**config.mk**
```make
export PLATFORM = sky130hd
export DESIGN_NAME = alu_issue_ctrl_flat
export DESIGN_NICKNAME = d
export VERILOG_FILES = /design/src/rtl/alu_issue_if.sv /design/src/rtl/alu_issue_ctrl.sv /design/src/flat_wrapper.sv
export SDC_FILE = /design/constraint.sdc
export NUM_CORES = 1
export LEC_CHECK = 0
export BUFFER_PORTS_ARGS = -buffer_cell sky130_fd_sc_hd__buf_2
export CAP_MARGIN = 20
export CORE_ASPECT_RATIO = 1.2
export CORE_MARGIN = 3
export CORE_UTILIZATION = 52
export CTS_CLUSTER_SIZE = 8
export DETAILED_ROUTE_END_ITERATION = 16
export PLACE_DENSITY = 0.86
export SYNTH_ARGS = -nofsm -noshare
export SYNTH_HDL_FRONTEND = slang
export SYNTH_SLANG_ARGS = --single-unit
export TNS_END_PERCENT = 50
```
**constraint.sdc**
```tcl
create_clock -name clk -period 4.35 [get_ports clk]
set_input_delay 0.87 -clock clk [delete_from_list [all_inputs] [get_ports clk]]
set_output_delay 0.87 -clock clk [all_outputs]
set_load 0.02 [all_outputs]
```
**src/rtl/alu_issue_if.sv**
```systemverilog
// alu_issue_if: bundles the three buses around the issue controller.
//   in_*   : upstream instruction (valid/ready), driven by register read
//   alu_*  : operand/op toward the combinational ALU and its Result/Zero back
//   out_*  : captured result toward writeback/branch logic (valid/ready)
// Modports: slave = the issue controller, master = its surroundings.
interface alu_issue_if #(
   parameter int W     = 32,
   parameter int IMM_W = 16
);
   logic             in_valid;
   logic             in_ready;
   logic [5:0]       in_opcode;
   logic [5:0]       in_funct;
   logic [W-1:0]     in_rs_val;
   logic [W-1:0]     in_rt_val;
   logic [IMM_W-1:0] in_imm;
   logic [W-1:0]     alu_a;
   logic [W-1:0]     alu_b;
   logic [3:0]       alu_op;
   logic [W-1:0]     alu_result;
   logic             alu_zero;
   logic             out_valid;
   logic             out_ready;
   logic [W-1:0]     out_result;
   logic             out_zero;
   logic             out_br_taken;
   logic             out_illegal;

   modport slave (
      input  in_valid, in_opcode, in_funct, in_rs_val, in_rt_val, in_imm,
      output in_ready,
      output alu_a, alu_b, alu_op,
      input  alu_result, alu_zero,
      output out_valid, out_result, out_zero, out_br_taken, out_illegal,
      input  out_ready
   );

   modport master (
      output in_valid, in_opcode, in_funct, in_rs_val, in_rt_val, in_imm,
      input  in_ready,
      input  alu_a, alu_b, alu_op,
      output alu_result, alu_zero,
      input  out_valid, out_result, out_zero, out_br_taken, out_illegal,
      output out_ready
   );
endinterface

```
**src/rtl/alu_issue_ctrl.sv**
```systemverilog
// alu_issue_ctrl: issue/decode stage in front of a combinational ALU.
// Accepts one decoded instruction, registers the ALU operands/op, captures the
// ALU Result/Zero one cycle later and hands it downstream, resolving BEQ/BNE.
// Ports:
//   clk    rising-edge clock
//   rst_n  asynchronous active-low reset (drops any in-flight instruction)
//   bus    alu_issue_if.slave: in_* handshake, alu_* operand bus, out_* handshake
// Three-state flow IDLE -> EXEC -> DONE, so at most one instruction every 3 cycles.
module alu_issue_ctrl #(
   parameter int         W      = 32,
   parameter int         IMM_W  = 16,
   parameter logic [3:0] NOP_OP = 4'b1111
) (
   input  logic       clk,
   input  logic       rst_n,
   alu_issue_if.slave bus
);
   typedef enum logic [1:0] {IDLE, EXEC, DONE} state_t;

   state_t state, state_nx;
   logic   accept, capture, release_q;

   logic [3:0]   dec_op;
   logic [W-1:0] dec_a, dec_b;
   logic         dec_beq, dec_bne, dec_ill;
   logic         beq_q, bne_q, ill_q;

   logic [W-1:0] imm_sx, imm_zx;
   assign imm_sx = {{(W-IMM_W){bus.in_imm[IMM_W-1]}}, bus.in_imm};
   assign imm_zx = {{(W-IMM_W){1'b0}}, bus.in_imm};

   // ---------------- FSM ----------------
   always_ff @(posedge clk or negedge rst_n) begin
      if (!rst_n) state <= IDLE;
      else        state <= state_nx;
   end

   always_comb begin
      state_nx  = state;
      accept    = 1'b0;
      capture   = 1'b0;
      release_q = 1'b0;
      case (state)
         IDLE: if (bus.in_valid) begin
            accept   = 1'b1;
            state_nx = EXEC;
         end
         EXEC: begin
            capture  = 1'b1;
            state_nx = DONE;
         end
         DONE: if (bus.out_ready) begin
            release_q = 1'b1;
            state_nx  = IDLE;
         end
         default: state_nx = IDLE;
      endcase
   end

   assign bus.in_ready = (state == IDLE);

   // ---------------- decode ----------------
   // Illegal encodings keep the defaults: NOP_OP with zero operands.
   always_comb begin
      dec_op  = NOP_OP;
      dec_a   = '0;
      dec_b   = '0;
      dec_beq = 1'b0;
      dec_bne = 1'b0;
      dec_ill = 1'b0;
      case (bus.in_opcode)
         6'h00: begin
            case (bus.in_funct)
               6'h20: begin dec_op = 4'b0000; dec_a = bus.in_rs_val; dec_b = bus.in_rt_val; end
               6'h22: begin dec_op = 4'b0010; dec_a = bus.in_rs_val; dec_b = bus.in_rt_val; end
               6'h24: begin dec_op = 4'b0100; dec_a = bus.in_rs_val; dec_b = bus.in_rt_val; end
               6'h25: begin dec_op = 4'b0101; dec_a = bus.in_rs_val; dec_b = bus.in_rt_val; end
               6'h26: begin dec_op = 4'b0110; dec_a = bus.in_rs_val; dec_b = bus.in_rt_val; end
               6'h27: begin dec_op = 4'b0111; dec_a = bus.in_rs_val; dec_b = bus.in_rt_val; end
               // The ALU's compare op is "A > B", so rs < rt needs the operands swapped.
               6'h2A: begin dec_op = 4'b1010; dec_a = bus.in_rt_val; dec_b = bus.in_rs_val; end
               default: dec_ill = 1'b1;
            endcase
         end
         6'h08: begin dec_op = 4'b0000; dec_a = bus.in_rs_val; dec_b = imm_sx; end
         6'h0C: begin dec_op = 4'b0100; dec_a = bus.in_rs_val; dec_b = imm_zx; end
         6'h0D: begin dec_op = 4'b0101; dec_a = bus.in_rs_val; dec_b = imm_zx; end
         6'h04: begin dec_op = 4'b0010; dec_a = bus.in_rs_val; dec_b = bus.in_rt_val; dec_beq = 1'b1; end
         6'h05: begin dec_op = 4'b0010; dec_a = bus.in_rs_val; dec_b = bus.in_rt_val; dec_bne = 1'b1; end
         default: dec_ill = 1'b1;
      endcase
   end

   // ---------------- datapath ----------------
   // alu_* hold until the next accept; out_* hold until the next capture.
   always_ff @(posedge clk or negedge rst_n) begin
      if (!rst_n) begin
         bus.alu_a        <= '0;
         bus.alu_b        <= '0;
         bus.alu_op       <= '0;
         beq_q            <= 1'b0;
         bne_q            <= 1'b0;
         ill_q            <= 1'b0;
         bus.out_valid    <= 1'b0;
         bus.out_result   <= '0;
         bus.out_zero     <= 1'b0;
         bus.out_br_taken <= 1'b0;
         bus.out_illegal  <= 1'b0;
      end else begin
         if (accept) begin
            bus.alu_a  <= dec_a;
            bus.alu_b  <= dec_b;
            bus.alu_op <= dec_op;
            beq_q      <= dec_beq;
            bne_q      <= dec_bne;
            ill_q      <= dec_ill;
         end
         if (capture) begin
            bus.out_valid    <= 1'b1;
            bus.out_result   <= bus.alu_result;
            bus.out_zero     <= bus.alu_zero;
            bus.out_br_taken <= (beq_q & bus.alu_zero) | (bne_q & ~bus.alu_zero);
            bus.out_illegal  <= ill_q;
         end else if (release_q) begin
            bus.out_valid    <= 1'b0;
         end
      end
   end
endmodule

```
**src/flat_wrapper.sv**
```systemverilog
// flat-port wrapper written by rule: the top's interface ports become plain ports
module alu_issue_ctrl_flat 
#(
   parameter int         W      = 32,
   parameter int         IMM_W  = 16,
   parameter logic [3:0] NOP_OP = 4'b1111
)
  (clk, rst_n, bus_in_valid, bus_in_opcode, bus_in_funct, bus_in_rs_val, bus_in_rt_val, bus_in_imm, bus_in_ready, bus_alu_a, bus_alu_b, bus_alu_op, bus_alu_result, bus_alu_zero, bus_out_valid, bus_out_result, bus_out_zero, bus_out_br_taken, bus_out_illegal, bus_out_ready);
  alu_issue_if #(.W(W), .IMM_W(IMM_W)) bus_i ();
  input  logic clk;
  input  logic rst_n;
  input wire logic [$bits(bus_i.in_valid)-1:0] bus_in_valid;
  input wire logic [$bits(bus_i.in_opcode)-1:0] bus_in_opcode;
  input wire logic [$bits(bus_i.in_funct)-1:0] bus_in_funct;
  input wire logic [$bits(bus_i.in_rs_val)-1:0] bus_in_rs_val;
  input wire logic [$bits(bus_i.in_rt_val)-1:0] bus_in_rt_val;
  input wire logic [$bits(bus_i.in_imm)-1:0] bus_in_imm;
  output wire logic [$bits(bus_i.in_ready)-1:0] bus_in_ready;
  output wire logic [$bits(bus_i.alu_a)-1:0] bus_alu_a;
  output wire logic [$bits(bus_i.alu_b)-1:0] bus_alu_b;
  output wire logic [$bits(bus_i.alu_op)-1:0] bus_alu_op;
  input wire logic [$bits(bus_i.alu_result)-1:0] bus_alu_result;
  input wire logic [$bits(bus_i.alu_zero)-1:0] bus_alu_zero;
  output wire logic [$bits(bus_i.out_valid)-1:0] bus_out_valid;
  output wire logic [$bits(bus_i.out_result)-1:0] bus_out_result;
  output wire logic [$bits(bus_i.out_zero)-1:0] bus_out_zero;
  output wire logic [$bits(bus_i.out_br_taken)-1:0] bus_out_br_taken;
  output wire logic [$bits(bus_i.out_illegal)-1:0] bus_out_illegal;
  input wire logic [$bits(bus_i.out_ready)-1:0] bus_out_ready;
  assign bus_i.in_valid = bus_in_valid;
  assign bus_i.in_opcode = bus_in_opcode;
  assign bus_i.in_funct = bus_in_funct;
  assign bus_i.in_rs_val = bus_in_rs_val;
  assign bus_i.in_rt_val = bus_in_rt_val;
  assign bus_i.in_imm = bus_in_imm;
  assign bus_in_ready = bus_i.in_ready;
  assign bus_alu_a = bus_i.alu_a;
  assign bus_alu_b = bus_i.alu_b;
  assign bus_alu_op = bus_i.alu_op;
  assign bus_i.alu_result = bus_alu_result;
  assign bus_i.alu_zero = bus_alu_zero;
  assign bus_out_valid = bus_i.out_valid;
  assign bus_out_result = bus_i.out_result;
  assign bus_out_zero = bus_i.out_zero;
  assign bus_out_br_taken = bus_i.out_br_taken;
  assign bus_out_illegal = bus_i.out_illegal;
  assign bus_i.out_ready = bus_out_ready;
  alu_issue_ctrl #(.W(W), .IMM_W(IMM_W), .NOP_OP(NOP_OP)) u_core (.clk(clk), .rst_n(rst_n), .bus(bus_i));
endmodule
```
* After elaboration in Yosys (flattened, before gate mapping)
Cells that the tools add are included.
Storage, ports and cells: logic and storage cells 61, flip-flop bits (word level) 109, input bits 129, output and inout bits 105
Cells by class: eq/ne operators 16, bitwise operators 4, mux-type cells 20, reductions and logical operators 9
Operator list (count):
- $pmux W32 S2 | 3
- $pmux W32 S4 | 1
- $eq A6 B6 Y1 const B | 7
- $pmux W4 S7 | 1
- $pmux W4 S5 | 1
- $eq A6 B4 Y1 const B | 3
- $eq A6 B3 Y1 const B | 2
- $mux W1 | 10
- $reduce_or A7 Y1 | 1
- $logic_not A6 Y1 | 1
- $pmux W2 S3 | 1
- $reduce_or A6 Y1 | 1
- $reduce_or A5 Y1 | 1
- $mux W2 | 2
- $ne A2 B2 Y1 const B | 2
- $reduce_or A2 Y1 | 2
- $and A1 B1 Y1 | 2
- $eq A2 B1 Y1 const B | 1
- $eq A2 B2 Y1 const B | 1
- $logic_not A2 Y1 | 1
- $pmux W1 S2 | 1
- $reduce_and A2 Y1 | 1
- $reduce_bool A2 Y1 | 1
- $not A1 Y1 | 1
- $or A1 B1 Y1 | 1

* Depth between registers and ports, before layout
Gate-level depths: netlist (run 1).
depth in word-level cells 4, gate-level depth with buffers 8

* Least setup slack after synthesis (run 1)
Ideal clock, no wire load.
kind input to register, start point input bus_in_funct[0], end point register u_core.bus.alu_a[31], arrival time 2.235 ns, slack 2.029 ns, setup time 0.087 ns, stages on the path 5, path through or4b_4 -> nor4_4 -> buf_6 -> nand3_1 -> o211ai_1
Between the ends: cells in the longest elaborated chain, start to end 4, elaborated cells on any way between the ends 10
Ends and longest elaborated chain:
- start, declared | RTL line flat_wrapper.sv:14 | input wire logic [$bits(bus_i.in_funct)-1:0] bus_in_funct;
- $eq A6 B6 Y1 | RTL line alu_issue_ctrl.sv:73 | case (bus.in_funct)
- $reduce_or A6 Y1 (no line)
- $pmux W32 S2 * | RTL line alu_issue_ctrl.sv:73
- $pmux W32 S2 * | RTL line alu_issue_ctrl.sv:71 | case (bus.in_opcode)
- end signal, assigned | RTL line alu_issue_ctrl.sv:98 | bus.alu_a <= '0;
- end signal, assigned | RTL line alu_issue_ctrl.sv:111 | bus.alu_a <= dec_a;
- end, declared | RTL line alu_issue_if.sv:32 | output alu_a, alu_b, alu_op,
Every way passes the cells marked *; elsewhere a longest branch is shown, timed or not. A chain may end at the register's enable or synchronous reset.

* Worst setup path after layout (run 1)
start point input bus_in_opcode[1], end point register u_core.bus.alu_b[10]
Between the ends: cells in the longest elaborated chain, start to end 3, elaborated cells on any way between the ends 9
Ends and longest elaborated chain:
- start, declared | RTL line flat_wrapper.sv:13 | input wire logic [$bits(bus_i.in_opcode)-1:0] bus_in_opcode;
- $eq A6 B3 Y1 or $eq A6 B4 Y1 (tied branches) | RTL line alu_issue_ctrl.sv:71
- $reduce_or A2 Y1 (no line)
- $pmux W32 S4 * | RTL line alu_issue_ctrl.sv:71
- end signal, assigned | RTL line alu_issue_ctrl.sv:99 | bus.alu_b <= '0;
- end signal, assigned | RTL line alu_issue_ctrl.sv:112 | bus.alu_b <= dec_b;
- end, declared | RTL line alu_issue_if.sv:32
Marked as above.

==> results by group, run 1 <==
Status
  • Status: finished clean

STA
  • Worst Max-Slew Pin Slew: 1.02 ns
  • RSZ-0062 raised after global routing: no
  • Skew final: 0.00606 ns
  • Sum Neg Setup Slack: 0 ns
  • Maximum clock frequency: 349 MHz
  • Number of hold violations in the final report: 0
  • Finish-stage setup viols: 0
  • Number of max-slew violations in the final report: 0
  • Hold Slack: 0.485 ns
  • Worst path setup slack after routing: 1.48 ns
  • Min cycle time layout: 2.87 ns
  • Headroom to the max-slew limit: 0.323
  • Share of the clock period used by the worst path: 0.660

Power
  • Peak supply drop: 319 uV
  • Total power divided by cell area: 584 nW/um^2
  • Standby leakage power: 3.34 nW

Die
  • Die X-Extent: 100 um
  • Area inside the core boundary: 10200 um^2
  • Die area: 11900 um^2
  • Std-Cell Rows: 40
  • Number of top-level design ports: 234
  • Die Y-Extent: 119 um
  • Initial Utilization: 0.543

Finish
  • Count of antenna diodes in the layout: 0
  • Utilization after layout: 0.695
  • Share of layout cells above drive strength 1: 0.426
  • Summed area of non-filler cells in the final layout: 7060 um^2
  • Final layout net count: 869
  • Area overhead of the layout relative to synthesis: 28.0%

Logic synthesis
  • Dominant register cell in the synthesized netlist: sky130_fd_sc_hd__dfrtp_1
  • Fraction of registers with async set/reset: 1.00
  • Number of instances in the synthesized netlist: 538
  • Syn avg cell area: 10.3 um^2
  • YS warnings: 0
  • Synthesized Nets: 667
  • Number of enable flip-flop cells after synthesis: 0
  • Share of synthesized area occupied by flip-flops and latches: 0.494
  • Distinct cell type count after synthesis: 51
  • Synthesized cell area: 5520 um^2
  • Seq cells post-synth: 109

Critical path
  • Crit path largest cell delay: 0.74 ns
  • Sequence of cells on the critical path: buf_2, nor3_4, buf_4, buf_4, nand3_4, nor3_2, a221o_1
  • Data arrival, critical path: 3.15 ns
  • Worst Setup Start Kind: primary input
  • Kind of cell adding the most delay to the critical path: simple AND/OR/NAND/NOR gates
  • Top cell by count, worst path: sky130_fd_sc_hd__buf_4
  • Type of the setup path with the least slack: in2reg
  • Worst setup path start: bus_in_opcode[1]
  • Slowest cell on the critical path: sky130_fd_sc_hd__nor3_2
  • Worst EP required: 4.63 ns
  • Kind of capture point of the worst setup path: flop
  • Critical-path maximum fanout: 18
  • R2r startpoint: u_core.state[1]$_DFFE_PN0P_
  • Crit path buf inv count: 3

Worst hold path
  • Min-delay src: u_core.bus.alu_b[22]$_DFFE_PN0P_
  • Min-Delay Path Class: reg2reg

Clocking
  • Number of buffers added by the clock tree synthesis step: 9
  • Post-CTS Setup Inserts: 0
  • Source-to-sink clock delay at the later pin of the worst-skew pair: 0.35 ns
  • Clock root buffer: sky130_fd_sc_hd__clkbuf_16
  • Clock Tree Buf Depth: 2
  • H-tree depth reported by CTS: 3
  • Cts hold-fix bufs: 0
  • Clock tree sinks: 109
  • CTS resizes: 0
  • Reg clk slew, reported paths: 0.07 ns
  • CTS tree: yes

Drt
  • DRC errors left: 0
  • Routed WL per cell: 19.8 um
  • Antenna viol nets, final: 0
  • Violation count after the first detailed-routing iteration: 492
  • First-pass iteration count of the detailed router: 6
  • Via/cell ratio: 6.12
  • WL final: 17300 um
  • Via count of the routed design: 5333

Global route
  • Antenna violations before repair: 0
  • Congestion Overflow GR: 0
  • Number of global-route vias before repair: 5269
  • Global routing usage summed across all routing layers: 0.284
  • First-pass GRT wire length: 27100 um
  • Largest net degree at the start of global routing: 81

Placement
  • Final weighted congestion in routability-driven placement: 0.876
  • Placed Instance Area: 6720 um^2
  • Place WS: 1.14 ns
  • Buffers on Ports: 233
  • HPWL Detailed: 12300 um

Job
  • Max capacitance violation total: 0
==> state kept, by name, indices dropped and copies added, names as in the netlist <==
| name | flops |
|---|---|
| u_core.bus.alu_a | 32 |
| u_core.bus.alu_b | 32 |
| u_core.bus.out_result | 32 |
| u_core.bus.alu_op | 4 |
| u_core.state | 2 |
| u_core.beq_q | 1 |
| u_core.bne_q | 1 |
| u_core.bus.out_br_taken | 1 |
| u_core.bus.out_illegal | 1 |
| u_core.bus.out_valid | 1 |
| u_core.bus.out_zero | 1 |
| u_core.ill_q | 1 |
==> synthesized netlist by cell type (2+ instances only) <==
library cell | instances | share of area
sky130_fd_sc_hd__a211o_1 | 8 | 0.013
sky130_fd_sc_hd__nand2_1 | 37 | 0.025
sky130_fd_sc_hd__and3_1 | 8 | 0.0091
sky130_fd_sc_hd__a221oi_2 | 9 | 0.024
sky130_fd_sc_hd__buf_6 | 2 | 0.0041
sky130_fd_sc_hd__a221oi_1 | 7 | 0.011
sky130_fd_sc_hd__o22ai_1 | 29 | 0.033
sky130_fd_sc_hd__a21oi_1 | 35 | 0.032
sky130_fd_sc_hd__buf_4 | 5 | 0.0068
sky130_fd_sc_hd__inv_1 | 3 | 0.0020
sky130_fd_sc_hd__o31ai_1 | 2 | 0.0027
sky130_fd_sc_hd__nor4b_1 | 2 | 0.0032
sky130_fd_sc_hd__nor2_1 | 42 | 0.029
sky130_fd_sc_hd__nand3_1 | 13 | 0.012
sky130_fd_sc_hd__mux2_2 | 36 | 0.073
sky130_fd_sc_hd__dfrtp_1 | 109 | 0.49
sky130_fd_sc_hd__o21ai_1 | 8 | 0.0073
sky130_fd_sc_hd__nor2b_1 | 3 | 0.0034
sky130_fd_sc_hd__nand2b_1 | 3 | 0.0034
sky130_fd_sc_hd__nand4_1 | 5 | 0.0057
sky130_fd_sc_hd__buf_2 | 9 | 0.0082
sky130_fd_sc_hd__clkbuf_1 | 34 | 0.023
sky130_fd_sc_hd__o211ai_1 | 8 | 0.011
sky130_fd_sc_hd__o21ai_0 | 22 | 0.020
sky130_fd_sc_hd__nor4_1 | 2 | 0.0023
sky130_fd_sc_hd__a22oi_1 | 37 | 0.050
sky130_fd_sc_hd__a22o_1 | 12 | 0.019
sky130_fd_sc_hd__and2_1 | 18 | 0.020
sky130_fd_sc_hd__a221o_1 | 3 | 0.0054
sky130_fd_sc_hd__a32oi_1 | 6 | 0.0095
==> cell families (layout without fill, tap and decap cells) <==
| logic type | after synthesis | after routing | synth area share |
|---|---|---|---|
| DFF | 109 | 109 | 0.494 |
| AOI/OAI and AO/OA | 192 | 192 | 0.247 |
| buffers and inverters | 55 | 262 | 0.0465 |
| and+or+nand+nor | 145 | 145 | 0.138 |
| muxes | 37 | 37 | 0.0752 |
==> cell usage in the layout, fill, tap and decap left out, types with 2 or more instances in the layout <==
cell                           n
sky130_fd_sc_hd__a211o_1       8
sky130_fd_sc_hd__a21oi_1      35
sky130_fd_sc_hd__a221o_1       3
sky130_fd_sc_hd__a221oi_1      7
sky130_fd_sc_hd__a221oi_2      9
sky130_fd_sc_hd__a22o_1       12
sky130_fd_sc_hd__a22oi_1      37
sky130_fd_sc_hd__a32oi_1       6
sky130_fd_sc_hd__and2_1       17
sky130_fd_sc_hd__and3_1        8
sky130_fd_sc_hd__buf_2       232
sky130_fd_sc_hd__buf_4         9
sky130_fd_sc_hd__bufinv_16     3
sky130_fd_sc_hd__clkbuf_16     9
sky130_fd_sc_hd__clkinvlp_4    2
sky130_fd_sc_hd__dfrtp_1     109
sky130_fd_sc_hd__inv_1         3
sky130_fd_sc_hd__inv_6         2
sky130_fd_sc_hd__mux2_2       36
sky130_fd_sc_hd__nand2_1      37
sky130_fd_sc_hd__nand2b_1      3
sky130_fd_sc_hd__nand3_1      13
sky130_fd_sc_hd__nand4_1       5
sky130_fd_sc_hd__nor2_1       41
sky130_fd_sc_hd__nor2b_1       2
sky130_fd_sc_hd__nor4_1        2
sky130_fd_sc_hd__nor4b_1       2
sky130_fd_sc_hd__o211ai_1      8
sky130_fd_sc_hd__o21ai_0      22
sky130_fd_sc_hd__o21ai_1       8
sky130_fd_sc_hd__o22ai_1      29
sky130_fd_sc_hd__o31ai_1       2
==> tightest hold or removal path, cell delays in order (launching register included) <==
cell and delay [ns]:
sky130_fd_sc_hd__dfrtp_1 0.35, sky130_fd_sc_hd__nand2_1 0.05, sky130_fd_sc_hd__o21ai_0 0.06
==> layer usage <==
layer  vias up  global-route usage  wire [um]  part of all wire
met2       327               0.475       8550              0.50
li1       2420                   -          -                 -
met1      2565               0.362       6700              0.39
met5         -                   0          0                 0
met4         0              0.0952        240             0.014
met3        21              0.0668       1780              0.10
==> stage by stage <==
stage / cells / power, W
after floorplan: 538 / 0.00259
after global routing: 871 / 0.00433
after detailed placement: 855 / 0.00320
after global placement: 854 / 0.00314
after CTS: 871 / 0.00415
final: 871 / 0.00413
==> where the power goes <==
| part | switching (W) | internal (W) | leakage, nW | total (W) |
|---|---|---|---|---|
| sequential | 0.000191 | 0.00136 | 1.36 | 0.00155 |
| clock | 0.000385 | 0.000566 | 0.162 | 0.000951 |
| combinational | 0.00101 | 0.000619 | 1.82 | 0.00163 |
==> cell type report <==
type | count | area [um^2]
Fill cell | 810 | 3100
Timing Repair Buffer | 242 | 1260
Clock inverter | 7 | 123
Tap cell | 126 | 158
Sequential cell | 109 | 2730
Inverter | 4 | 20.0
Multi-Input combinational cell | 374 | 2550
Clock buffer | 9 | 225
==> final timing paths <==
| kind | end | slack [ns] | cells past startpoint |
|---|---|---|---|
| setup reg to reg | u_core.bus.alu_b[10]$_DFFE_PN0P_ | 1.76 | 5 |
| setup / recovery | u_core.bus.alu_b[10]$_DFFE_PN0P_ | 1.48 | 7 |
| hold reg to reg | u_core.bus.alu_b[22]$_DFFE_PN0P_ | 0.49 | 2 |
| min in group asynchronous | u_core.bus.alu_a[26]$_DFFE_PN0P_ | 0.65 | 1 |
| hold / removal | u_core.bus.alu_b[22]$_DFFE_PN0P_ | 0.49 | 2 |
| max in group asynchronous | u_core.bus.alu_a[21]$_DFFE_PN0P_ | 2.66 | 2 |
No activity file was read; power rests on OpenSTA's default activity.
==> inputs of run 2 (changes only) <==
--- a/config.mk
+++ b/config.mk
@@ -5,14 +5,15 @@
 export SDC_FILE = /design/constraint.sdc
 export NUM_CORES = 1
 export LEC_CHECK = 0
+export ABC_AREA = 1
 export BUFFER_PORTS_ARGS = -buffer_cell sky130_fd_sc_hd__buf_2
 export CAP_MARGIN = 20
 export CORE_ASPECT_RATIO = 1.2
 export CORE_MARGIN = 3
-export CORE_UTILIZATION = 52
+export CORE_UTILIZATION = 50
 export CTS_CLUSTER_SIZE = 8
 export DETAILED_ROUTE_END_ITERATION = 16
-export PLACE_DENSITY = 0.86
+export PLACE_DENSITY = 0.81
 export SYNTH_ARGS = -nofsm -noshare
 export SYNTH_HDL_FRONTEND = slang
 export SYNTH_SLANG_ARGS = --single-unit
==> constraint.sdc (replaced) <==
create_clock -name clk -period 3 [get_ports clk]
set_input_delay 0.6 -clock clk [delete_from_list [all_inputs] [get_ports clk]]
set_output_delay 0.6 -clock clk [all_outputs]
set_load 0.02 [all_outputs]
==> run 2 against run 1 <==
Sequential share of layout area fell by 4.5 points. Critical path depth rose by 2. Critical endpoint is now u_core.bus.alu_b[27]$_DFFE_PN0P_. Synthesized cell count rose by 83%. Cell area rose by 13%.
==> results by group, run 2 <==
Logic synthesis
  • Area fraction in and, or, nand and nor cells after synthesis: 0.430 (+0.293)
  • Share of synthesized area occupied by flip-flops and latches: 0.424 (-0.0697)
  • Synthesized cell area: 6430 um^2 (+16%)
  • Seq cells post-synth: 109 (unchanged)
  • Post-synthesis share of cell area spent on xor and xnor gates: 0 (unchanged)
  • Number of instances in the synthesized netlist: 983 (+83%)
  • Synth cell count leaders: 486 x sky130_fd_sc_hd__nand2_1, 109 x sky130_fd_sc_hd__dfrtp_1, 64 x sky130_fd_sc_hd__nor2_1, 62 x sky130_fd_sc_hd__inv_1, 55 x sky130_fd_sc_hd__nand3_1
  • Syn avg cell area: 6.54 um^2 (-36%)
  • YS warnings: 0 (unchanged)
  • Synth area leader: sky130_fd_sc_hd__dfrtp_1
  • Synthesized Nets: 1112 (+67%)
  • Number of enable flip-flop cells after synthesis: 0 (unchanged)
  • Fraction of registers with async set/reset: 1.00 (unchanged)
  • Share of the synthesized area in compound gates (AO/OA/AOI/OAI): 0.0631 (-0.184)
  • Area share of the largest cell type after synthesis: 0.424 (-0.0697)
  • Main combinational cell family by area after synthesis: simple AND/OR/NAND/NOR gates
  • Most frequent cell after synthesis: sky130_fd_sc_hd__nand2_1
  • Distinct cell type count after synthesis: 27 (-47%)
  • Proportion of synthesized area in mux cells: 0 (-0.0752)
  • Dominant register cell in the synthesized netlist: sky130_fd_sc_hd__dfrtp_1
  • Cells taking the most area after synthesis: sky130_fd_sc_hd__dfrtp_1 42%, sky130_fd_sc_hd__nand2_1 28%, sky130_fd_sc_hd__nand4_1 5.0%
  • Adder-Cell Fraction of Synth Area: 0 (unchanged)

Drt
  • First-pass iteration count of the detailed router: 6 (unchanged)
  • WL final: 21200 um (+23%)
  • Via/cell ratio: 5.29 (-14%)
  • DRC errors left: 0 (unchanged)
  • Via count of the routed design: 7158 (+34%)
  • Antenna viol nets, final: 0 (unchanged)
  • Violation count after the first detailed-routing iteration: 606 (+23%)
  • Routed WL per cell: 15.7 um (-21%)

STA
  • Headroom to the max-slew limit: 0.441 (+0.118)
  • Sum Neg Setup Slack: 0 ns (unchanged)
  • RSZ-0062 raised after global routing: no
  • Worst Max-Slew Pin Slew: 0.838 ns (-0.177 ns)
  • Number of max-slew violations in the final report: 0 (unchanged)
  • Maximum clock frequency: 524 MHz
  • Skew final: 0.00279 ns (-0.00327 ns)
  • Finish-stage setup viols: 0 (unchanged)
  • Number of hold violations in the final report: 0 (unchanged)
  • Min cycle time layout: 1.91 ns
  • Share of the clock period used by the worst path: 0.636

Global route
  • Congestion Overflow GR: 0 (unchanged)
  • Largest net degree at the start of global routing: 71 (-12%)
  • First-pass GRT wire length: 32300 um (+19%)
  • Antenna violations before repair: 6 (+6)
  • Number of global-route vias before repair: 6446 (+22%)
  • Global routing usage summed across all routing layers: 0.290 (+0.00631)

Finish
  • Commonest non-fill, non-tap cells in the layout: 485 x sky130_fd_sc_hd__nand2_1, 232 x sky130_fd_sc_hd__buf_2, 109 x sky130_fd_sc_hd__dfrtp_1
  • Non-filler instance count after layout: 1353 (+55%)
  • Largest registers: u_core.bus.alu_a x32, u_core.bus.alu_b x32, u_core.bus.out_result x32
  • Multi-input logic area: 3180 um^2 (+24%)
  • Share of layout cells above drive strength 1: 0.241 (-0.185)
  • Utilization after layout: 0.649 (-0.0468)
  • Final-layout fill cell count: 1167 (+44%)
  • Area overhead of the layout relative to synthesis: 24.4%
  • Storage element area: 2730 um^2 (unchanged)
  • Leading cell type in the layout, fill and taps excluded: sky130_fd_sc_hd__nand2_1
  • Summed area of non-filler cells in the final layout: 8000 um^2 (+13%)
  • Final layout net count: 1312 (+51%)

Critical path
  • Worst Setup Start Kind: primary input
  • Data arrival, critical path: 2.20 ns (-0.95 ns)
  • Kind of cell adding the most delay to the critical path: simple AND/OR/NAND/NOR gates
  • Critical-path maximum fanout: 30 (+12)
  • Type of the setup path with the least slack: in2reg
  • Top cell by count, worst path: sky130_fd_sc_hd__nand2_1
  • Kind of capture point of the worst setup path: flop
  • R2r startpoint: u_core.state[1]$_DFFE_PN0P_
  • Sequence of cells on the critical path: buf_2, nor2_4, buf_4, nand3_4, a21oi_4, nand2_1, nand2_1, nand2_1, nand2_1
  • Worst setup path start: bus_in_funct[4]
  • Slowest cell on the critical path: sky130_fd_sc_hd__a21oi_4
  • Worst EP required: 3.29 ns (-1.34 ns)
  • Crit path largest cell delay: 0.46 ns (-0.28 ns)
  • Crit path buf inv count: 2 (-1)

Power
  • Switching power as a share of total power: 0.411 (+0.0279)
  • Total power divided by cell area: 631 nW/um^2 (+7.9%)
  • Switching power of the nets: 0.00208 W (+31%)
  • Standby leakage power: 4.82 nW (+45%)
  • Peak supply drop: 474 uV (+49%)
  • Final Power: 0.00505 W (+22%)
  • Logic gate share of total power: 0.374 (-0.020)
  • Relative contribution of sequential cells to total power: 0.396 (+0.020)
  • Internal power contribution: 0.00297 W (+17%)
  • Clock power frac: 0.230 (about the same)

Placement
  • Buffers on Ports: 233 (unchanged)
  • Count of placed standard cells including taps: 1333 (+56%)
  • HPWL Detailed: 15000 um (+22%)
  • Placed Instance Area: 7700 um^2 (+15%)
  • Final weighted congestion in routability-driven placement: 0.883 (+0.72%)

Clocking
  • Cts hold-fix bufs: 0 (unchanged)
  • Reg clk slew, reported paths: 0.07 ns (about the same)
  • CTS resizes: 0 (unchanged)
  • H-tree depth reported by CTS: 3 (unchanged)
  • Number of buffers added by the clock tree synthesis step: 9 (unchanged)
  • Clock tree sinks: 109 (unchanged)
  • Post-CTS Setup Inserts: 0 (unchanged)
  • Clock root buffer: sky130_fd_sc_hd__clkbuf_16
  • CTS tree: yes
  • Source-to-sink clock delay at the later pin of the worst-skew pair: 0.35 ns (about the same)
  • Clock Tree Buf Depth: 2 (unchanged)

Die
  • Die X-Extent: 110 um (+9.4%)
  • Std-Cell Rows: 44 (+10%)
  • Area inside the core boundary: 12300 um^2 (+21%)
  • Die Y-Extent: 130 um (+9.5%)
  • Die area: 14300 um^2 (+20%)
  • Initial Utilization: 0.521 (-0.0221)
  • Number of top-level design ports: 234 (unchanged)

Status
  • Status: finished clean

Job
  • Max capacitance violation total: 0 (unchanged)

Worst hold path
  • Min-Delay Path Class: in2async
run 2: cell count changes in the layout (fill, tap and decap cells not counted), moves of 18 or more:
cell,delta
sky130_fd_sc_hd__nand3_1,+42
sky130_fd_sc_hd__mux2_2,-36
sky130_fd_sc_hd__a22oi_1,-37
sky130_fd_sc_hd__nand4_1,+46
sky130_fd_sc_hd__a21oi_1,-18
sky130_fd_sc_hd__o22ai_1,-28
sky130_fd_sc_hd__o21ai_1,+21
sky130_fd_sc_hd__nand2_1,+448
sky130_fd_sc_hd__inv_1,+59
sky130_fd_sc_hd__nor2_1,+21
run 2: cells by family (layout without fill, tap and decap cells):
logic type,Yosys count,after routing
other cells,0,4
flops,109,109
simple gates,667,667
compound gates,77,77
buf+inv,130,335
run 2: cell type report:
cell class / instances / share of cell area
multi-input combinational: 744 / 0.397
sequential: 109 / 0.341
timing repair buffer: 251 / 0.168
inverter: 68 / 0.0319
clock buffer: 10 / 0.0286
tap: 161 / 0.0252
clock inverter: 6 / 0.00688
antenna: 4 / 0.00125
run 2: power by group through the flow:
stage          clock, W  combinational, W  sequential, W
2_1_floorplan         0          0.000723        0.00244
3_3_place_gp          0           0.00186        0.00202
3_5_place_dp          0           0.00190        0.00203
4_1_cts         0.00117           0.00190        0.00200
5_1_grt         0.00123           0.00209        0.00204
6_report        0.00116           0.00189        0.00200
run 2: worst register-to-register path, delay by kind of cell (launching register included):
| family | cells | cell delay [ns] |
|---|---|---|
| buffers and inverters | 1 | 0.56 |
| and+or+nand+nor | 4 | 0.63 |
| AOI/OAI and AO/OA | 1 | 0.21 |
| DFF | 1 | 0.42 |
run 2: final timing paths:
path | to | slack, ns | cells past startpoint
max | u_core.bus.alu_b[27]$_DFFE_PN0P_ | 1.09 | 9
min | u_core.bus.alu_b[3]$_DFFE_PN0P_ | 0.21 | 1
max reg2reg | u_core.bus.alu_op[1]$_DFFE_PN0P_ | 1.12 | 6
min reg2reg | u_core.bus.out_result[20]$_DFFE_PN0P_ | 0.47 | 2
max in group asynchronous | u_core.bus.alu_a[19]$_DFFE_PN0P_ | 2.08 | 2
min in group clk | u_core.bus.out_result[3]$_DFFE_PN0P_ | 0.45 | 3
run 2: metal layers:
metal  share of wire  track usage  up-vias
li1                -            -     3486
met1            0.38        0.335     3272
met2            0.48        0.494      343
met3            0.10       0.0831       51
met4           0.035        0.139        6
met5          0.0022            0        -
run 2: metrics by stage:
| step | hold WS (ns) | setup slack [ns] |
|---|---|---|
| global route | 0.233 | 0.917 |
| floorplan | 0.304 | 1.34 |
| CTS | 0.223 | 1.11 |
| finish | 0.206 | 1.09 |
| global placement | 0.449 | 0.808 |
| detailed placement | 0.454 | 0.754 |
==> inputs of run 3 (changes only) <==
--- a/config.mk
+++ b/config.mk
@@ -10,10 +10,10 @@
 export CAP_MARGIN = 20
 export CORE_ASPECT_RATIO = 1.2
 export CORE_MARGIN = 3
-export CORE_UTILIZATION = 50
+export CORE_UTILIZATION = 46
 export CTS_CLUSTER_SIZE = 8
 export DETAILED_ROUTE_END_ITERATION = 16
-export PLACE_DENSITY = 0.81
+export PLACE_DENSITY = 0.78
 export SYNTH_ARGS = -nofsm -noshare
 export SYNTH_HDL_FRONTEND = slang
 export SYNTH_SLANG_ARGS = --single-unit
==> constraint.sdc (replaced) <==
create_clock -name clk -period 1.6 [get_ports clk]
set_input_delay 0.32 -clock clk [delete_from_list [all_inputs] [get_ports clk]]
set_output_delay 0.32 -clock clk [all_outputs]
set_load 0.02 [all_outputs]
==> run 3 against run 2 <==
Clock skew rose by 0.0076 ns. Cell area rose by 3.9%. First-iteration DRC count rose by 13%. Sequential power rose by 88%.
==> results by group, run 3 (synthesis results as in run 2) <==
Status
  • Status: finished clean

Drt
  • Routed WL per cell: 15.5 um (-1.1%)
  • Antenna viol nets, final: 0 (unchanged)
  • WL final: 21300 um (+0.63%)
  • Via/cell ratio: 5.25 (-0.74%)
  • Via count of the routed design: 7226 (+0.95%)
  • Violation count after the first detailed-routing iteration: 682 (+13%)
  • DRC errors left: 0 (unchanged)
  • First-pass iteration count of the detailed router: 5 (-1)

STA
  • Min cycle time layout: 1.48 ns
  • Maximum clock frequency: 677 MHz
  • Number of max-slew violations in the final report: 0 (unchanged)
  • Share of the clock period used by the worst path: 0.923
  • Finish-stage setup viols: 0 (unchanged)
  • Worst path setup slack after routing: 0.123 ns (-0.968 ns)
  • RSZ-0062 raised after global routing: no
  • Number of hold violations in the final report: 0 (unchanged)
  • Headroom to the max-slew limit: 0.706 (+0.265)
  • Worst Max-Slew Pin Slew: 0.441 ns (-0.397 ns)
  • Skew final: 0.0104 ns (+0.00758 ns)

Clocking
  • H-tree depth reported by CTS: 3 (unchanged)
  • CTS resizes: 0 (unchanged)
  • Reg clk slew, reported paths: 0.08 ns (about the same)
  • Source-to-sink clock delay at the later pin of the worst-skew pair: 0.36 ns (about the same)
  • CTS tree: yes
  • Post-CTS Setup Inserts: 0 (unchanged)
  • Cts hold-fix bufs: 1 (+1)
  • Clock tree sinks: 109 (unchanged)
  • Clock root buffer: sky130_fd_sc_hd__clkbuf_16
  • Clock Tree Buf Depth: 2 (unchanged)
  • Number of buffers added by the clock tree synthesis step: 9 (unchanged)

Global route
  • First-pass GRT wire length: 33400 um (+3.3%)
  • Global routing usage summed across all routing layers: 0.273 (-0.0178)
  • Antenna violations before repair: 5 (-1)
  • Largest net degree at the start of global routing: 71 (unchanged)
  • Congestion Overflow GR: 0 (unchanged)
  • Number of global-route vias before repair: 6634 (+2.9%)

Critical path
  • Critical-path maximum fanout: 19 (-37%)
  • Type of the setup path with the least slack: reg2reg
  • Kind of capture point of the worst setup path: flop
  • Data arrival, critical path: 1.78 ns (-0.42 ns)
  • Worst Setup Start Kind: flop
  • R2r startpoint: u_core.state[1]$_DFFE_PN0P_
  • Minimum setup slack among reg-to-reg paths: 0.12 ns (-1.00 ns)
  • Worst setup path start: u_core.state[1]$_DFFE_PN0P_
  • Worst EP required: 1.90 ns (-1.39 ns)

Finish
  • Largest registers: u_core.bus.alu_a x32, u_core.bus.alu_b x32, u_core.bus.out_result x32
  • Leading cell type in the layout, fill and taps excluded: sky130_fd_sc_hd__nand2_1
  • Area overhead of the layout relative to synthesis: 29.3%
  • Utilization after layout: 0.617 (-0.0313)
  • Non-filler instance count after layout: 1376 (+1.7%)
  • Share of layout cells above drive strength 1: 0.253 (+0.0122)
  • Commonest non-fill, non-tap cells in the layout: 485 x sky130_fd_sc_hd__nand2_1, 232 x sky130_fd_sc_hd__buf_2, 109 x sky130_fd_sc_hd__dfrtp_1
  • Final layout net count: 1330 (+1.4%)
  • Summed area of non-filler cells in the final layout: 8310 um^2 (+3.9%)

Worst hold path
  • Min-Delay Path Class: in2reg
  • Min-delay src: bus_alu_result[20]

Power
  • Final Power: 0.00980 W (+94%)
  • Clock power frac: 0.244 (+0.014)
  • Total power divided by cell area: 1180 nW/um^2 (+87%)
  • Switching power as a share of total power: 0.401 (-0.0104)
  • Standby leakage power: 4.98 nW (+3.3%)
  • Switching power of the nets: 0.00393 W (+89%)
  • Internal power contribution: 0.00587 W (+98%)
  • Logic gate share of total power: 0.373 (about the same)
  • Peak supply drop: 1100 uV (+130%)
  • Relative contribution of sequential cells to total power: 0.384 (-0.012)

Die
  • Std-Cell Rows: 46 (+4.5%)
  • Die Y-Extent: 135 um (+4.1%)
  • Initial Utilization: 0.477 (-0.0440)
  • Die area: 15400 um^2 (+8.2%)
  • Area inside the core boundary: 13500 um^2 (+9.2%)
  • Die X-Extent: 114 um (+4.0%)
  • Number of top-level design ports: 234 (unchanged)

Placement
  • Placed Instance Area: 7980 um^2 (+3.6%)
  • Buffers on Ports: 233 (unchanged)
  • Count of placed standard cells including taps: 1357 (+1.8%)
  • HPWL Detailed: 15900 um (+6.1%)
  • Place WS: -0.0139 ns (-0.768 ns)
  • Final weighted congestion in routability-driven placement: 0.893 (+1.1%)

Job
  • Max capacitance violation total: 0 (unchanged)
==> run 3: cell count changes in the layout (fill, tap and decap cells not counted), moves of 2 or more <==
cell                         delta
sky130_fd_sc_hd__clkinv_4       +2
sky130_fd_sc_hd__buf_4          +6
sky130_fd_sc_hd__clkinvlp_4     -2
sky130_fd_sc_hd__buf_12        +11
sky130_fd_sc_hd__diode_2        -2
==> run 3: layer usage <==
layer | global-route usage | wire [um]
met1 | 0.327 | 8200
met2 | 0.478 | 10500
met3 | 0.0679 | 2080
met4 | 0.0891 | 508
met5 | 0 | 34
==> run 3: area by class of cell <==
class                      instances  area, um^2
sequential                       109        2730
multi-input combinational        744        3180
inverter                          68         255
timing repair buffer             269        1620
clock buffer                      10         239
antenna                            2        5.00
tap                              168         210
fill                            1294        5150
clock inverter                     6        78.8
==> run 3: stage by stage <==
| stage | TNS, ns | hold slack (ns) |
|---|---|---|
| after floorplan | 0 | 0.0244 |
| final | 0 | 0.163 |
| after CTS | 0 | 0.158 |
| after detailed placement | -0.0437 | 0.295 |
| after global placement | 0 | 0.292 |
| after global routing | 0 | 0.166 |
==> run 3: critical path, stage by stage, from the launching register on <==
cell	delay, ns
sky130_fd_sc_hd__dfrtp_1	0.42
sky130_fd_sc_hd__nor2_2	0.15
sky130_fd_sc_hd__nand2_2	0.09
sky130_fd_sc_hd__inv_2	0.26
sky130_fd_sc_hd__buf_4	0.30
sky130_fd_sc_hd__nand2_1	0.12
sky130_fd_sc_hd__nand2_1	0.07
==> run 3: path summary, 6_finish.rpt <==
path | end | cells after the start
max in group asynchronous | u_core.bus.alu_b[20]$_DFFE_PN0P_ | 3
min in group asynchronous | u_core.bus.alu_b[29]$_DFFE_PN0P_ | 2
worst max-delay path | u_core.bus.alu_a[1]$_DFFE_PN0P_ | 6
worst max register to register | u_core.bus.alu_a[1]$_DFFE_PN0P_ | 6
worst min-delay path | u_core.bus.out_result[20]$_DFFE_PN0P_ | 3
worst min register to register | u_core.bus.out_result[9]$_DFFE_PN0P_ | 2
==> run 3: power groups by stage <==
stage,combinational [W],clock (W),sequential [W]
global placement,0.00361,0,0.00378
floorplan,0.00136,0,0.00459
detailed placement,0.00367,0,0.00380
global route,0.00400,0.00253,0.00383
CTS,0.00368,0.00242,0.00375
finish,0.00365,0.00239,0.00376
